==> src/rtl/dma_copy_scheduler_pkg.sv <==
// Shared constants for the DMA copy scheduler: state encoding, direction codes, default widths.
package dma_sched_pkg;

  localparam int ADDR_W_DEF = 16;
  localparam int DATA_W_DEF = 32;

  // Scheduler FSM encoding
  localparam logic [1:0] IDLE  = 2'd0;
  localparam logic [1:0] GRANT = 2'd1;
  localparam logic [1:0] COPY  = 2'd2;
  localparam logic [1:0] DONE  = 2'd3;

  // Copy direction codes carried on req_dir
  localparam logic DIR_RAM2HDD = 1'b0;
  localparam logic DIR_HDD2RAM = 1'b1;

endpackage

==> src/rtl/dma_copy_scheduler_if.sv <==
// Request and memory bus bundle between the DMA copy scheduler and its environment.
interface dma_copy_scheduler_if
  import dma_sched_pkg::*;
#(
  parameter int ADDR_W = ADDR_W_DEF,
  parameter int DATA_W = DATA_W_DEF
) ();

  logic [1:0]          req;
  logic [1:0]          req_dir;
  logic [2*ADDR_W-1:0] req_ram_pos;
  logic [2*ADDR_W-1:0] req_hdd_pos;
  logic [2*ADDR_W-1:0] req_cells;
  logic [1:0]          ack;
  logic [1:0]          done;
  logic                busy;
  logic                active_id;
  logic [ADDR_W-1:0]   pram_addr;
  logic [DATA_W-1:0]   pram_data;
  logic                pram_wb_flag;
  logic [DATA_W-1:0]   pram_wb_data;
  logic [ADDR_W-1:0]   hdd_addr;
  logic [DATA_W-1:0]   hdd_data;
  logic                hdd_wb_flag;
  logic [DATA_W-1:0]   hdd_wb_data;

  // Scheduler side
  modport slave (
    input  req, req_dir, req_ram_pos, req_hdd_pos, req_cells, pram_data, hdd_data,
    output ack, done, busy, active_id,
    output pram_addr, pram_wb_flag, pram_wb_data, hdd_addr, hdd_wb_flag, hdd_wb_data
  );

  // Requesters and memories side
  modport master (
    output req, req_dir, req_ram_pos, req_hdd_pos, req_cells, pram_data, hdd_data,
    input  ack, done, busy, active_id,
    input  pram_addr, pram_wb_flag, pram_wb_data, hdd_addr, hdd_wb_flag, hdd_wb_data
  );

endinterface

==> src/rtl/dma_copy_scheduler_rr_arbiter2.sv <==
// Two-way round-robin arbiter; the tie-break pointer moves away from whoever was just served.
module rr_arbiter2
  import dma_sched_pkg::*;
(
  input  logic       clock,
  input  logic       reset,
  input  logic [1:0] req,
  input  logic       update,
  input  logic       served,
  output logic [1:0] grant
);

  logic prio_reg;  // requester that wins a tie

  // Advance the tie-break pointer when a task finishes
  always_ff @(posedge clock or posedge reset) begin
    if (reset) begin
      prio_reg <= 1'b0;
    end else if (update) begin
      prio_reg <= ~served;
    end
  end

  // A lone request always wins; on a tie the favoured requester wins
  always_comb begin
    grant = req;
    if (req == 2'b11) begin
      grant = prio_reg ? 2'b10 : 2'b01;
    end
  end

endmodule

==> src/rtl/dma_copy_scheduler.sv <==
// Two-requester block-copy scheduler between RAM and HDD with a one-read/one-write pipelined datapath.
module dma_copy_scheduler
  import dma_sched_pkg::*;
#(
  parameter int ADDR_W = ADDR_W_DEF,
  parameter int DATA_W = DATA_W_DEF
) (
  input logic                  clock,
  input logic                  reset,
  dma_copy_scheduler_if.slave  bus
);

  localparam logic [ADDR_W:0] IDX_ONE = 1;

  logic [1:0]        state_reg;
  logic              id_reg;
  logic              dir_reg;
  logic [ADDR_W-1:0] src_base_reg;
  logic [ADDR_W-1:0] dst_base_reg;
  logic [ADDR_W-1:0] cells_reg;
  logic [ADDR_W:0]   rd_idx_reg;   // one bit wider so the compare against 0xFFFF cells never wraps
  logic [ADDR_W:0]   wr_idx_reg;
  logic              wr_pend_reg;  // a source word read last cycle is due to be written now

  logic [1:0]        grant;
  logic              rd_active;
  logic [ADDR_W-1:0] rd_addr;
  logic [ADDR_W-1:0] wr_addr;
  logic [DATA_W-1:0] src_data;

  logic [ADDR_W-1:0] ram_pos_arr [2];
  logic [ADDR_W-1:0] hdd_pos_arr [2];
  logic [ADDR_W-1:0] cells_arr   [2];

  // Unpack the flattened per-requester fields
  for (genvar gi = 0; gi < 2; gi++) begin : g_fields
    assign ram_pos_arr[gi] = bus.req_ram_pos[gi*ADDR_W +: ADDR_W];
    assign hdd_pos_arr[gi] = bus.req_hdd_pos[gi*ADDR_W +: ADDR_W];
    assign cells_arr[gi]   = bus.req_cells[gi*ADDR_W +: ADDR_W];
  end

  rr_arbiter2 u_arb (
    .clock  (clock),
    .reset  (reset),
    .req    (bus.req),
    .update (state_reg == DONE),
    .served (id_reg),
    .grant  (grant)
  );

  assign rd_active = (state_reg == COPY) && (rd_idx_reg < {1'b0, cells_reg});
  assign rd_addr   = src_base_reg + rd_idx_reg[ADDR_W-1:0];
  assign wr_addr   = dst_base_reg + wr_idx_reg[ADDR_W-1:0];
  assign src_data  = (dir_reg == DIR_RAM2HDD) ? bus.pram_data : bus.hdd_data;

  // Task FSM: pick a winner, capture its fields, stream the copy, report completion
  always_ff @(posedge clock or posedge reset) begin
    if (reset) begin
      state_reg    <= IDLE;
      id_reg       <= 1'b0;
      dir_reg      <= DIR_RAM2HDD;
      src_base_reg <= '0;
      dst_base_reg <= '0;
      cells_reg    <= '0;
      rd_idx_reg   <= '0;
      wr_idx_reg   <= '0;
      wr_pend_reg  <= 1'b0;
    end else begin
      case (state_reg)
        IDLE: begin
          if (|bus.req) begin
            id_reg    <= grant[1];
            state_reg <= GRANT;
          end
        end
        GRANT: begin
          dir_reg <= bus.req_dir[id_reg];
          if (bus.req_dir[id_reg] == DIR_RAM2HDD) begin
            src_base_reg <= ram_pos_arr[id_reg];
            dst_base_reg <= hdd_pos_arr[id_reg];
          end else begin
            src_base_reg <= hdd_pos_arr[id_reg];
            dst_base_reg <= ram_pos_arr[id_reg];
          end
          cells_reg   <= cells_arr[id_reg];
          rd_idx_reg  <= '0;
          wr_idx_reg  <= '0;
          wr_pend_reg <= 1'b0;
          state_reg   <= (cells_arr[id_reg] == '0) ? DONE : COPY;
        end
        COPY: begin
          if (rd_active) begin
            rd_idx_reg <= rd_idx_reg + IDX_ONE;
          end
          wr_pend_reg <= rd_active;
          if (wr_pend_reg) begin
            wr_idx_reg <= wr_idx_reg + IDX_ONE;
            if ((wr_idx_reg + IDX_ONE) == {1'b0, cells_reg}) begin
              state_reg <= DONE;
            end
          end
        end
        default: begin
          wr_pend_reg <= 1'b0;
          state_reg   <= IDLE;
        end
      endcase
    end
  end

  assign bus.ack       = (state_reg == GRANT) ? (id_reg ? 2'b10 : 2'b01) : 2'b00;
  assign bus.done      = (state_reg == DONE)  ? (id_reg ? 2'b10 : 2'b01) : 2'b00;
  assign bus.busy      = (state_reg != IDLE);
  assign bus.active_id = id_reg & bus.busy;

  // Route the read and write stages onto the two memories; idle memories see all zeros
  always_comb begin
    bus.pram_addr    = '0;
    bus.pram_wb_flag = 1'b0;
    bus.pram_wb_data = '0;
    bus.hdd_addr     = '0;
    bus.hdd_wb_flag  = 1'b0;
    bus.hdd_wb_data  = '0;
    if (dir_reg == DIR_RAM2HDD) begin
      if (rd_active) bus.pram_addr = rd_addr;
      if (wr_pend_reg) begin
        bus.hdd_addr    = wr_addr;
        bus.hdd_wb_flag = 1'b1;
        bus.hdd_wb_data = src_data;
      end
    end else begin
      if (rd_active) bus.hdd_addr = rd_addr;
      if (wr_pend_reg) begin
        bus.pram_addr    = wr_addr;
        bus.pram_wb_flag = 1'b1;
        bus.pram_wb_data = src_data;
      end
    end
  end

endmodule

==> src/flat_wrapper.sv <==
// flat-port wrapper written by rule: the top's interface ports become plain ports
module dma_copy_scheduler_flat import dma_sched_pkg::*;
#(
  parameter int ADDR_W = ADDR_W_DEF,
  parameter int DATA_W = DATA_W_DEF
)
  (clock, reset, bus_req, bus_req_dir, bus_req_ram_pos, bus_req_hdd_pos, bus_req_cells, bus_pram_data, bus_hdd_data, bus_ack, bus_done, bus_busy, bus_active_id, bus_pram_addr, bus_pram_wb_flag, bus_pram_wb_data, bus_hdd_addr, bus_hdd_wb_flag, bus_hdd_wb_data);
  dma_copy_scheduler_if #(.ADDR_W(ADDR_W), .DATA_W(DATA_W)) bus_i ();
  input logic clock;
  input logic reset;
  input wire logic [$bits(bus_i.req)-1:0] bus_req;
  input wire logic [$bits(bus_i.req_dir)-1:0] bus_req_dir;
  input wire logic [$bits(bus_i.req_ram_pos)-1:0] bus_req_ram_pos;
  input wire logic [$bits(bus_i.req_hdd_pos)-1:0] bus_req_hdd_pos;
  input wire logic [$bits(bus_i.req_cells)-1:0] bus_req_cells;
  input wire logic [$bits(bus_i.pram_data)-1:0] bus_pram_data;
  input wire logic [$bits(bus_i.hdd_data)-1:0] bus_hdd_data;
  output wire logic [$bits(bus_i.ack)-1:0] bus_ack;
  output wire logic [$bits(bus_i.done)-1:0] bus_done;
  output wire logic [$bits(bus_i.busy)-1:0] bus_busy;
  output wire logic [$bits(bus_i.active_id)-1:0] bus_active_id;
  output wire logic [$bits(bus_i.pram_addr)-1:0] bus_pram_addr;
  output wire logic [$bits(bus_i.pram_wb_flag)-1:0] bus_pram_wb_flag;
  output wire logic [$bits(bus_i.pram_wb_data)-1:0] bus_pram_wb_data;
  output wire logic [$bits(bus_i.hdd_addr)-1:0] bus_hdd_addr;
  output wire logic [$bits(bus_i.hdd_wb_flag)-1:0] bus_hdd_wb_flag;
  output wire logic [$bits(bus_i.hdd_wb_data)-1:0] bus_hdd_wb_data;
  assign bus_i.req = bus_req;
  assign bus_i.req_dir = bus_req_dir;
  assign bus_i.req_ram_pos = bus_req_ram_pos;
  assign bus_i.req_hdd_pos = bus_req_hdd_pos;
  assign bus_i.req_cells = bus_req_cells;
  assign bus_i.pram_data = bus_pram_data;
  assign bus_i.hdd_data = bus_hdd_data;
  assign bus_ack = bus_i.ack;
  assign bus_done = bus_i.done;
  assign bus_busy = bus_i.busy;
  assign bus_active_id = bus_i.active_id;
  assign bus_pram_addr = bus_i.pram_addr;
  assign bus_pram_wb_flag = bus_i.pram_wb_flag;
  assign bus_pram_wb_data = bus_i.pram_wb_data;
  assign bus_hdd_addr = bus_i.hdd_addr;
  assign bus_hdd_wb_flag = bus_i.hdd_wb_flag;
  assign bus_hdd_wb_data = bus_i.hdd_wb_data;
  dma_copy_scheduler #(.ADDR_W(ADDR_W), .DATA_W(DATA_W)) u_core (.clock(clock), .reset(reset), .bus(bus_i));
endmodule
==> config.mk <==
export PLATFORM = sky130hd
export DESIGN_NAME = dma_copy_scheduler_flat
export DESIGN_NICKNAME = d
export VERILOG_FILES = /design/src/rtl/dma_copy_scheduler_pkg.sv /design/src/rtl/dma_copy_scheduler_if.sv /design/src/rtl/dma_copy_scheduler_rr_arbiter2.sv /design/src/rtl/dma_copy_scheduler.sv /design/src/flat_wrapper.sv
export SDC_FILE = /design/constraint.sdc
export NUM_CORES = 1
export LEC_CHECK = 0
export BUFFER_PORTS_ARGS = -buffer_cell sky130_fd_sc_hd__clkbuf_2
export CAP_MARGIN = 30
export CORE_MARGIN = 2
export CORE_UTILIZATION = 45
export DETAILED_ROUTE_END_ITERATION = 16
export GPL_TIMING_DRIVEN = 0
export HOLD_SLACK_MARGIN = 0.1
export PLACE_DENSITY = 0.76
export SLEW_MARGIN = 20
export SYNTH_ARGS = -nofsm -noshare
export SYNTH_HDL_FRONTEND = slang
export SYNTH_SLANG_ARGS = --single-unit
==> constraint.sdc <==
create_clock -name clock -period 2.7 [get_ports clock]
set_input_delay 0.27 -clock clock [delete_from_list [all_inputs] [get_ports clock]]
set_output_delay 0.27 -clock clock [all_outputs]
set_load 0.005 [all_outputs]
; ---- Word level (Yosys, flattened, before mapping)
; Index checks and enable logic that the tools add are counted.
[totals]
register_bits = 88
latchBits = 0
ram_bits = 0
rom_bits = 0
input_bits = 166
mem_count = 0
[classes]
n_addsub = 4
mul = 0
div = 0
magnitude_cmp = 3
n_eq_ne = 9
shift = 0
n_mux = 39
bitwise = 3
reduce_logical = 10
[op_table]
columns = cell, n
row1 = $mux W16, 15
row2 = $mux W32, 4
row3 = $pmux W17 S2, 2
row4 = $add A17 B1 Y17 const B, 2
row5 = $mux W17, 2
row6 = $add A16 B16 Y16, 2
row7 = $eq A17 B16 Y1, 1
row8 = $lt A17 B16 Y1, 1
row9 = $logic_not A16 Y1, 1
row10 = $mux W2, 8
row11 = $eq A2 B2 Y1 const B, 3
row12 = $mux W1, 6
row13 = $ne A2 B1 Y1 const B, 3
row14 = $pmux W2 S3, 1
row15 = $reduce_and A2 Y1, 3
row16 = $reduce_bool A2 Y1, 2
row17 = $reduce_and A3 Y1, 1
row18 = $eq A2 B1 Y1 const B, 1
row19 = $ge A2 B2 Y1 const B, 1
row20 = $logic_not A2 Y1, 1
row21 = $lt A1 B2 Y1 const B, 1
row22 = $ne A2 B2 Y1 const B, 1
row23 = $not A1 Y2, 1
row24 = $pmux W1 S2, 1
row25 = 4 further kinds, 4

; ---- Logic depth before layout (Yosys ltp)
[depth]
ltp_word = 7
mapped_depth = 11

; ---- Modules after synthesis
; A second synthesis with hierarchy kept.
[unflattened]
cells_unflattened = 860
area_unflattened_um2 = 7831.3
[modules_own_cells]
columns = module, instances, cells_each, area_per_inst_um2
row1 = dma_copy_scheduler, 1, 853, 7775.0
row2 = rr_arbiter2, 1, 7, 56.3

; ---- Worst setup path before layout
; No wires, ideal clock.
[synth_path]
kind = register to output
startpoint = register u_core.wr_idx_reg[0]
endpoint = output bus_pram_addr[14]
arrival_time_ps = 2481
t_required_ps = 2430
setup_slack_ps = -51
path_stages_with_launch = 10
n_path_buf = 0
path_cell_list = dfrtp_1 > ha_1 > fa_1 > a211oi_1 > o211ai_1 > a41oi_1 > o21bai_1 > a41oi_1 > xor2_1 > o22ai_1
[synth_via]
elab_chain_cells = 3
[synth_lines]
columns = item, line_no
row1 = start: declaration, dma_copy_scheduler.sv:22  ; logic [ADDR_W:0] wr_idx_reg;
row2 = start signal: assignment, dma_copy_scheduler.sv:97  ; wr_idx_reg <= wr_idx_reg + IDX_ONE;
row3 = $add A16 B16 Y16, dma_copy_scheduler.sv:53  ; assign wr_addr = dst_base_reg + wr_idx_reg[ADDR_W-1:0];
row4 = $mux W16, dma_copy_scheduler.sv:133  ; if (wr_pend_reg) begin
row5 = $mux W16, dma_copy_scheduler.sv:124  ; if (dir_reg == DIR_RAM2HDD) begin
row6 = end: declaration, flat_wrapper.sv:22  ; output wire logic [$bits(bus_i.pram_addr)-1:0] bus_pram_addr;
; No other way between the ends.

; ---- Final worst setup path
[layout_path]
startpoint = register u_core.rd_idx_reg[0]
endpoint = output bus_pram_addr[12]
[layout_via]
elab_chain_cells = 4
elab_cells_between_ends = 5
cone_classes = 1 x add/sub / 1 x order compare / 2 x mux / 1 x reduce/logical
[layout_lines]
columns = item, line_no
row1 = start: declaration, dma_copy_scheduler.sv:21  ; logic [ADDR_W:0] rd_idx_reg;
row2 = start signal: assignment, dma_copy_scheduler.sv:93  ; rd_idx_reg <= rd_idx_reg + IDX_ONE;
row3 = $lt A17 B16 Y1, dma_copy_scheduler.sv:51  ; assign rd_active = (state_reg == COPY) && (rd_idx_reg < {1'b0, cells_reg});
row4 = $logic_and A1 B1 Y1, dma_copy_scheduler.sv:51
row5 = $mux W16 *, dma_copy_scheduler.sv:125  ; if (rd_active) bus.pram_addr = rd_addr;
row6 = $mux W16 *, dma_copy_scheduler.sv:124
; Every way passes the cells marked *; elsewhere a longest branch is shown, timed or not.

==> results_tabular.tex <==
\begin{tabular}{lr}
\hline
Metric & Value \\
\hline
\multicolumn{2}{l}{\textbf{Routing}} \\
Drt via density & 6.01 \\
DRC violations left & 0 \\
Number of optimization iterations in the first detailed-route pass & 5 \\
Overall via count from detail\_route & 8,588 \\
Remaining number of nets flagged by the antenna check after routing & 0 \\
Initial DRC count & 680 \\
Post-DR wirelength/cell & 20.2 um \\
Post-Route WL & 28,900 um \\
\multicolumn{2}{l}{\textbf{Critical path}} \\
Cells along the critical path & ha\_4 -> fa\_2 -> a211o\_1 -> a21oi\_2 -> o211ai\_1 -> a2111oi\_2 -> nor3\_1 -> xnor2\_1 -> o22ai\_1 -> clkbuf\_2 \\
Slowest cell on crit path & sky130\_fd\_sc\_hd\_\_dfrtp\_2 \\
Largest delay contributor family on the critical path & compound AO/OA/AOI/OAI gates \\
Critical path data required time & 2.43 ns \\
Critical path endpoint category & primary output \\
CP max stage delay & 0.45 ns \\
Worst path bufs/invs & 1 \\
Kind of start point of the critical path & register \\
Data arrival, critical path & 2.98 ns \\
Critical Path Fanout Max & 2 \\
Class of the most critical setup path & register to primary output \\
\multicolumn{2}{l}{\textbf{Cells and area}} \\
Filler cells & 1,376 \\
Layout Cells excl Fill & 1,429 \\
Diode insertion count for antenna repair & 0 \\
Final core utilization & 64.2\% \\
Multi-input combinational cell area & 0.00608 mm2 \\
P\&R area growth vs syn & 39.9\% \\
Sequential cell area & 0.00222 mm2 \\
Number of nets in the layout & 1,419 \\
Final cell area excluding filler cells & 0.0111 mm2 \\
Share of layout cells above drive strength 1 & 45.9\% \\
\multicolumn{2}{l}{\textbf{CTS}} \\
Clock root buffer master & sky130\_fd\_sc\_hd\_\_clkbuf\_16 \\
Worst-skew pair later-pin latency & 0.35 ns \\
Clk buf depth & 2 \\
Number of buffers inserted during clock tree synthesis & 9 \\
Depth of the CTS H-tree & 3 \\
TritonCTS clock tree & yes \\
Clock-pin slew on the worst setup and hold paths & 0.07 ns \\
Clock net sink count & 88 \\
\multicolumn{2}{l}{\textbf{Synthesis}} \\
YS warnings & 0 \\
Cell variety after synth & 69 \\
Mapped cell area & 0.00794 mm2 \\
Gate count after technology mapping & 870 \\
Post-synth net total & 1,090 \\
Mean area per synthesized cell & 9.12 um2 \\
Main synth FF type & sky130\_fd\_sc\_hd\_\_dfrtp\_1 \\
Number of synthesized flops with an enable pin & 0 \\
Synth async-reset ratio & 100\% \\
Flip-flop and latch count after synthesis & 88 \\
Post-synthesis sequential area ratio & 27.7\% \\
\multicolumn{2}{l}{\textbf{Place}} \\
Placed Cells incl. Taps & 1,365 \\
Dpl hpwl & 21,300 um \\
Routability-driven placement congestion ratio & 0.952 \\
Placed Area & 0.00960 mm2 \\
Count of port buffers added during placement & 269 \\
\multicolumn{2}{l}{\textbf{Timing}} \\
Setup skew after layout & 0.00833 ns \\
Minimum clock period & 3.25 ns \\
Pin slew with the least headroom to its limit & 0.784 ns \\
Achievable Freq & 0.308 GHz \\
Slack of the critical path & -0.548 ns \\
Pins Over Slew Limit & 0 \\
Number of setup violations in the final report & 32 \\
Setup repair after global routing missed its margin & true \\
Worst rel slew slack & 47.7\% \\
Part of the cycle the worst path needs & 120\% \\
Fin Setup TNS & -9.37 ns \\
Count of endpoints failing hold in the final timing report & 0 \\
\multicolumn{2}{l}{\textbf{Floorplan}} \\
I/O pin count & 270 \\
Number of standard-cell rows in the floorplan & 48 \\
Die boundary height & 137 um \\
Horizontal die dimension & 137 um \\
Starting density of the core & 45.9\% \\
Die Footprint & 0.0187 mm2 \\
Core outline area & 0.0173 mm2 \\
\multicolumn{2}{l}{\textbf{GRT}} \\
Wire length of the first global-routing pass & 42,400 um \\
Largest net degree at the start of global routing & 59 \\
Via count of the first global-routing pass & 8,055 \\
Total global routing track utilization & 29.7\% \\
Residual overflow from global routing & 0 \\
Initial antenna violation count & 0 \\
\multicolumn{2}{l}{\textbf{Run status}} \\
Violated checks & negative setup slack \\
Status & finished, violations left \\
\multicolumn{2}{l}{\textbf{Power and ir drop}} \\
Total power per unit cell area & 960 mW/mm2 \\
Leakage dissipation & 5.39 nW \\
Worst VDD drop & 0.543 mV \\
Tot Pwr & 10.7 mW \\
\multicolumn{2}{l}{\textbf{Hold path}} \\
Worst hold path type & primary input to register \\
\multicolumn{2}{l}{\textbf{Job}} \\
Number of max-cap violations & 0 \\
\hline
\end{tabular}
==> per-layer routing <==
layer  part of all wire [%]  up-vias  track usage [%]
met2                     50      479             50.9
met5                      0        -                0
met3                    8.2       77             5.93
met1                     38     4127             37.3
met4                    3.6        0             10.4
li1                       -     3905                -
==> stage by stage <==
step                      worst slack, ns  hold WS (ns)
after floorplan                    0.0139         0.374
after global placement             -0.892         0.472
after CTS                          -0.560         0.108
after global routing               -0.609         0.134
final                              -0.548         0.121
after detailed placement           -0.794         0.299
==> worst paths after layout <==
| check | to | slack [ns] | cells past startpoint | from |
|---|---|---|---|---|
| setup / recovery | bus_pram_addr[12] | -0.55 | 10 | u_core.rd_idx_reg[0] |
| hold reg to reg | u_core.u_arb.prio_reg | 0.49 | 1 | u_core.u_arb.prio_reg |
| max in group asynchronous | u_core.wr_idx_reg[4] | 1.60 | 4 | reset |
| min in group asynchronous | u_core.u_arb.prio_reg | 0.46 | 3 | reset |
| hold / removal | u_core.id_reg | 0.12 | 2 | bus_req[0] |
| setup reg to reg | u_core.rd_idx_reg[15] | 0.01 | 11 | u_core.rd_idx_reg[2] |
==> worst register-to-register path: cells and delay by family, from the launching register on <==
kind | cells | cell delay [ns]
AOI/OAI and AO/OA | 6 | 0.92
adders and majority gates | 1 | 0.36
buffers and inverters | 3 | 0.43
DFF | 1 | 0.51
and+or+nand+nor | 1 | 0.41
==> cell usage after synthesis (7+ instances only) <==
cell,count,share of area (%)
sky130_fd_sc_hd__nor2b_1,7,0.55
sky130_fd_sc_hd__ha_1,52,8.2
sky130_fd_sc_hd__nor4_1,12,0.95
sky130_fd_sc_hd__a21o_1,18,1.7
sky130_fd_sc_hd__and2_1,41,3.2
sky130_fd_sc_hd__a211oi_1,7,0.66
sky130_fd_sc_hd__o22ai_1,10,0.79
sky130_fd_sc_hd__o21ai_0,51,3.2
sky130_fd_sc_hd__xnor2_1,29,3.2
sky130_fd_sc_hd__inv_1,35,1.7
sky130_fd_sc_hd__nand2_1,53,2.5
sky130_fd_sc_hd__and3_1,40,3.2
sky130_fd_sc_hd__nor2_1,55,2.6
sky130_fd_sc_hd__or4_1,8,0.76
sky130_fd_sc_hd__o211ai_1,8,0.76
sky130_fd_sc_hd__dfrtp_1,88,28
sky130_fd_sc_hd__nor3_1,8,0.50
sky130_fd_sc_hd__nand4_1,12,0.95
sky130_fd_sc_hd__mux2_2,32,4.5
sky130_fd_sc_hd__mux2i_1,18,2.3
sky130_fd_sc_hd__mux4_2,32,9.1
sky130_fd_sc_hd__xor2_1,25,2.8
sky130_fd_sc_hd__nand3_1,40,2.5
sky130_fd_sc_hd__o31ai_1,19,1.8
sky130_fd_sc_hd__a21oi_1,55,3.5
sky130_fd_sc_hd__clkbuf_1,36,1.7
sky130_fd_sc_hd__buf_1,7,0.33
==> area by class of cell <==
| cell class | instances | share of cell area, % |
|---|---|---|
| Clock inverter | 6 | 0.654 |
| Inverter | 35 | 1.21 |
| Tap cell | 225 | 2.54 |
| Timing Repair Buffer | 321 | 16.2 |
| Clock buffer | 10 | 2.15 |
| Sequential cell | 88 | 20.0 |
| Buffer | 51 | 2.48 |
| Multi-Input combinational cell | 693 | 54.7 |
==> cells by family (layout without fill, tap and decap cells) <==
kind of cell             count (synthesis)  in the layout  synth area share (%)
buffers and inverters                   89            423                  4.85
XOR/XNOR                                54             54                  5.96
adder cells (fa/ha/maj)                 54             54                  8.70
flip-flops                              88             88                  27.7
multiplexers                            82             82                  15.9
AO/OA/AOI/OAI                          206            206                  16.6
AND/OR/NAND/NOR                        297            297                  20.3
==> report_power, final <==
group	total (mW)	switching (mW)	internal, mW
clock network	1.33	0.572	0.756
registers	2.35	0.564	1.79
logic	6.98	3.84	3.15
==> cell usage in the layout, fill, tap and decap left out, drive strengths merged, types with 7 or more instances in the layout <==
cell    count
a211oi      8
a21o       18
a21oi      55
and2       42
and3       42
buf        84
clkbuf    296
dfrtp      88
ha         52
inv        39
mux2       32
mux2i      18
mux4       32
nand2      53
nand3      42
nand4      13
nor2       55
nor2b       7
nor3        9
nor4       13
o211ai      8
o21ai      51
o22ai      10
o31ai      19
or4         8
xnor2      29
xor2       25
==> timing repair <==
item / in CTS / in global routing
gates resized for setup: 145 / 74
pin swaps: 59 / 33
hold buffers: 1 / 0
buffers inserted: 38 / 16
gates cloned: 1 / 0
endpoints found under the hold margin: 30 / 0
endpoints found under the setup margin: 77 / 113
Power figures use the tool's default switching activity.
